===== config.mk =====
export PLATFORM = sky130hd
export DESIGN_NAME = control
export DESIGN_NICKNAME = d
export VERILOG_FILES = /design/src/rtl/ctrl_pkg.sv /design/src/rtl/control_decode.sv /design/src/rtl/control.sv
export SDC_FILE = /design/constraint.sdc
export NUM_CORES = 1
export LEC_CHECK = 0
export ABC_AREA = 0
export CAP_MARGIN = 40
export CORE_AREA = 2 2 39 41
export CTS_BUF_LIST = sky130_fd_sc_hd__clkbuf_4 sky130_fd_sc_hd__clkbuf_8 sky130_fd_sc_hd__clkbuf_16
export CTS_CLUSTER_DIAMETER = 40
export DETAILED_ROUTE_END_ITERATION = 8
export DIE_AREA = 0 0 41 43
export PLACE_DENSITY = 0.57
export SLEW_MARGIN = 20
export SYNTH_ARGS = -nofsm -noshare
export SYNTH_HDL_FRONTEND = slang
export SYNTH_SLANG_ARGS = --single-unit

===== constraint.sdc =====
create_clock -name clk -period 1.3 [get_ports clk]
set_input_delay 0.26 -clock clk [delete_from_list [all_inputs] [get_ports clk]]
set_output_delay 0.26 -clock clk [all_outputs]
set_load 0.02 [all_outputs]

===== src/rtl/ctrl_pkg.sv =====
// ctrl_pkg: opcode, ALU-op and control-bundle definitions shared by the decoder and its register stage
package ctrl_pkg;
    localparam logic [5:0] OP_RTYPE = 6'd0;
    localparam logic [5:0] OP_LOAD  = 6'd1;
    localparam logic [5:0] OP_STORE = 6'd2;
    localparam logic [5:0] OP_BEQ   = 6'd3;
    localparam logic [5:0] OP_ADDI  = 6'd4;
    localparam logic [5:0] OP_ORI   = 6'd5;

    localparam logic [1:0] ALUOP_ADD   = 2'b00;
    localparam logic [1:0] ALUOP_SUB   = 2'b01;
    localparam logic [1:0] ALUOP_FUNCT = 2'b10;
    localparam logic [1:0] ALUOP_IMM   = 2'b11;

    typedef struct packed {
        logic reg_write;
        logic mem_to_reg;
    } wb_t;

    typedef struct packed {
        logic branch;
        logic mem_read;
        logic mem_write;
    } mem_t;

    typedef struct packed {
        logic       reg_dst;
        logic [1:0] alu_op;
        logic       alu_src;
    } calc_t;
endpackage


===== src/rtl/control_decode.sv =====
// control_decode: combinational opcode to control-bundle lookup
module control_decode
    import ctrl_pkg::*;
(
    input  logic [5:0] opCode,
    output wb_t        o_wb,
    output mem_t       o_mem,
    output calc_t      o_calc
);
    // Undefined or unknown opcodes fall to the default arm and decode as a NOP
    always_comb begin
        o_wb   = '0;
        o_mem  = '0;
        o_calc = '0;
        case (opCode)
            OP_RTYPE: begin
                o_calc = '{reg_dst: 1'b1, alu_op: ALUOP_FUNCT, alu_src: 1'b0};
                o_wb   = '{reg_write: 1'b1, mem_to_reg: 1'b0};
            end
            OP_LOAD: begin
                o_calc = '{reg_dst: 1'b0, alu_op: ALUOP_ADD, alu_src: 1'b1};
                o_mem  = '{branch: 1'b0, mem_read: 1'b1, mem_write: 1'b0};
                o_wb   = '{reg_write: 1'b1, mem_to_reg: 1'b1};
            end
            OP_STORE: begin
                o_calc = '{reg_dst: 1'b0, alu_op: ALUOP_ADD, alu_src: 1'b1};
                o_mem  = '{branch: 1'b0, mem_read: 1'b0, mem_write: 1'b1};
            end
            OP_BEQ: begin
                o_calc = '{reg_dst: 1'b0, alu_op: ALUOP_SUB, alu_src: 1'b0};
                o_mem  = '{branch: 1'b1, mem_read: 1'b0, mem_write: 1'b0};
            end
            OP_ADDI: begin
                o_calc = '{reg_dst: 1'b0, alu_op: ALUOP_ADD, alu_src: 1'b1};
                o_wb   = '{reg_write: 1'b1, mem_to_reg: 1'b0};
            end
            OP_ORI: begin
                o_calc = '{reg_dst: 1'b0, alu_op: ALUOP_IMM, alu_src: 1'b1};
                o_wb   = '{reg_write: 1'b1, mem_to_reg: 1'b0};
            end
            default: begin
                o_wb   = '0;
                o_mem  = '0;
                o_calc = '0;
            end
        endcase
    end
endmodule


===== src/rtl/control.sv =====
// control: main instruction decoder; registers the WB/MEM/EX control bundles into ID/EX
module control
    import ctrl_pkg::*;
(
    input  logic       clk,
    input  logic       rst,
    input  logic [5:0] opCode,
    output logic [1:0] writeBackControl,
    output logic [2:0] memAccessControl,
    output logic [3:0] calculationControl
);
    wb_t   w_wb,   r_wb;
    mem_t  w_mem,  r_mem;
    calc_t w_calc, r_calc;

    control_decode u_decode (
        .opCode (opCode),
        .o_wb   (w_wb),
        .o_mem  (w_mem),
        .o_calc (w_calc)
    );

    // Reset injects a bubble into the pipeline register
    always_ff @(posedge clk) begin
        if (!rst) begin
            r_wb   <= '0;
            r_mem  <= '0;
            r_calc <= '0;
        end else begin
            r_wb   <= w_wb;
            r_mem  <= w_mem;
            r_calc <= w_calc;
        end
    end

    assign writeBackControl   = r_wb;
    assign memAccessControl   = r_mem;
    assign calculationControl = r_calc;
endmodule


==> flow_summary.toml <==
[run_status]
outcome = "completed"

[clock_network]
cts_buffer_depth = 2
cts_buffers = 3
clockRootBuffer = "clkbuf_4"
cts_tree = "yes"
cts_hold_buf = 0
cts_htree_levels = 1
cts.sinks = 9
post_cts_buffers = 0
cts.reportedPaths.clkPinSlew_ns = 0.06

[synthesis]
ys_warn_count = 0
synth-seq-cells = 9
synth_cells = 26
synth-seq-area-share = 0.5275
syn_nets = 34
synth_area_um2 = 341.6
syn_area_per_cell_um2 = 13.14
synth.distinct_cells = 13

[critical_path]
critPathMaxStageDelay_ns = 0.52
cp_max_fo = 5
crit_path_end_kind = "flip-flop"
crit_arrival_ns = 1.39
worstPathCellList = "dlygate4sd2_1 -> or4b_4 -> buf_6 -> nor4bb_4"
crit_required_ns = 1.47
start_kind = "primary input"
crit_slowest_cell = "or4b_4"
critPathTopFamily = "simple AND/OR/NAND/NOR gates"
critPathBufInv = 2
critical_path_class = "primary input to flip-flop"

[worst_hold_path]
min_path_type = "primary input to flip-flop"

[floorplan]
die_area_um2 = 1763
num_io_pins = 17
die_h_um = 43
fp.coreArea_um2 = 1384
start_util = 0.2468
rows = 14
die_w_um = 41

[finish]
register_area_um2 = 180.2
multi_input_area_um2 = 146.4
finalNonFillerCells = 63
fin_nets = 56
nFillCells = 141
drive_gt1_frac = 0.2979
final_core_utilization = 0.3996
antennaDiodeCount = 0
area_delta_synth_final_pct = 61.90

[timing]
setup_tns_ns = 0
period_needed_ns = 1.214
max_slew_margin = 0.7825
finalHoldViolCount = 0
timing.fmax_mhz = 823.8
rsz0062_at_grt = "no"
fin_ws_ns = 0.08615
worstMarginPinSlew_ns = 0.3253
period_share = 0.9337
finalSetupViolCount = 0
holdWs_ns = 0.4979
drv_slew = 0

[placement]
io_buffers = 16
dp_worst_setup_slack_ns = -0.3863
place_congestion = 0.6820
dpl.cell_count = 58

[detailed_routing]
ant_nets = 0
via_per_inst = 4.063
drt-pass1-iter-count = 4
finalWirelength_um = 567
routedWlPerCell_um = 9.000
drt_iter0_drc = 5
vias = 256
route.detailed.drc = 0

[pwr]
power_density_nw_per_um2 = 1032
power_leakage_nw = 0.2577
ir_worst_vdd_mv = 0.3905

[global_route]
grt_usage = 0.07661
grt_max_degree = 9
grt_pass1_vias = 250
grt_first_pass_wirelength_um = 917
grt-ovfl-total = 0
antenna_found_initial = 0

[job]
maxCapViolCount = 0
-- cell usage after synthesis (all sizes together) --
| master | instances | area share |
|---|---|---|
| xnor2 | 1 | 0.026 |
| nor3 | 3 | 0.044 |
| nor2 | 1 | 0.011 |
| nor4bb | 1 | 0.073 |
| nor2b | 1 | 0.018 |
| buf | 1 | 0.033 |
| nor4b | 3 | 0.13 |
| or4b | 1 | 0.029 |
| clkbuf | 2 | 0.022 |
| o21a | 1 | 0.022 |
| dfxtp | 9 | 0.53 |
| nor3b | 1 | 0.037 |
| xor2 | 1 | 0.026 |
-- state kept, by name, summed over array words and instances (netlist names) --
name,count
calculationControl,4
memAccessControl,3
writeBackControl,2
-- stage by stage --
| step | cell area, µm² | total power, mW |
|---|---|---|
| 2_1_floorplan | 341.6 | 0.3181 |
| 3_3_place_gp | 525.5 | 0.3516 |
| 3_5_place_dp | 525.5 | 0.3517 |
| 4_1_cts | 551.8 | 0.5738 |
| 5_1_grt | 553.0 | 0.5940 |
| 6_report | 553.0 | 0.5705 |
-- per-layer routing --
layer | vias up | GRT usage | routed length (µm)
li1 | 132 | - | -
met1 | 111 | 0.08469 | 220
met2 | 13 | 0.1188 | 299
met3 | 0 | 0.01571 | 47
met4 | 0 | 0.06000 | 0
met5 | - | 0 | 0
-- tightest hold or removal path, cell delays in order --
cell and delay, ns:
clkdlybuf4s15_1 0.16, or4b_4 0.12, buf_6 0.12, nor4bb_4 0.04
-- what timing repair did --
| item | 4_1_cts | 5_1_grt |
|---|---|---|
| endpoints found under the setup margin | 16 | 1 |
| gates resized for setup | 15 | 1 |
| hold endpoints to repair | 0 | 0 |
| pin swaps | 2 | 2 |
| gates cloned | 1 | 0 |
-- final timing paths --
| path | endpoint | slack, ns | start | cells past startpoint |
|---|---|---|---|---|
| setup / recovery | memAccessControl[2] | 0.09 | opCode[5] | 4 |
| hold / removal | memAccessControl[2] | 0.50 | opCode[3] | 4 |
-- power by group --
| part | total [mW] | internal [mW] | switching [mW] | leakage, nW |
|---|---|---|---|---|
| Sequential | 0.279 | 0.278 | 0.000475 | 0.0726 |
| Clock | 0.228 | 0.139 | 0.0896 | 0.0184 |
| Combinational | 0.0633 | 0.0361 | 0.0272 | 0.167 |
-- cell families after synthesis --
group | synth area share
and+or+nand+nor | 0.3443
DFF | 0.5275
buffers and inverters | 0.05495
xor gates and xnor gates | 0.05129
AOI/OAI and AO/OA | 0.02199
-- final cells by class --
type	instances	share of cell area
sequential	9	0.3258
tap	16	0.03620
timing repair buffer	20	0.3190
multi-input combinational	14	0.2647
clock buffer	4	0.05430
-- placed cells by master (no fill, tap or decap) --
master / Yosys / routed
buf_2: 0 / 1
buf_4: 0 / 2
or4b_4: 0 / 1
nor4b_2: 3 / 3
xnor2_1: 1 / 1
clkdlybuf4s50_1: 0 / 3
o21a_1: 1 / 1
clkbuf_4: 0 / 4
nor4bb_4: 1 / 1
clkdlybuf4s15_1: 0 / 1
dfxtp_1: 9 / 9
nor2_1: 1 / 1
nor3b_2: 1 / 1
nor2b_1: 1 / 1
buf_6: 1 / 1
nor3_1: 3 / 3
dlygate4sd2_1: 0 / 12
xor2_1: 1 / 1
(Power assumes the default switching activity.)
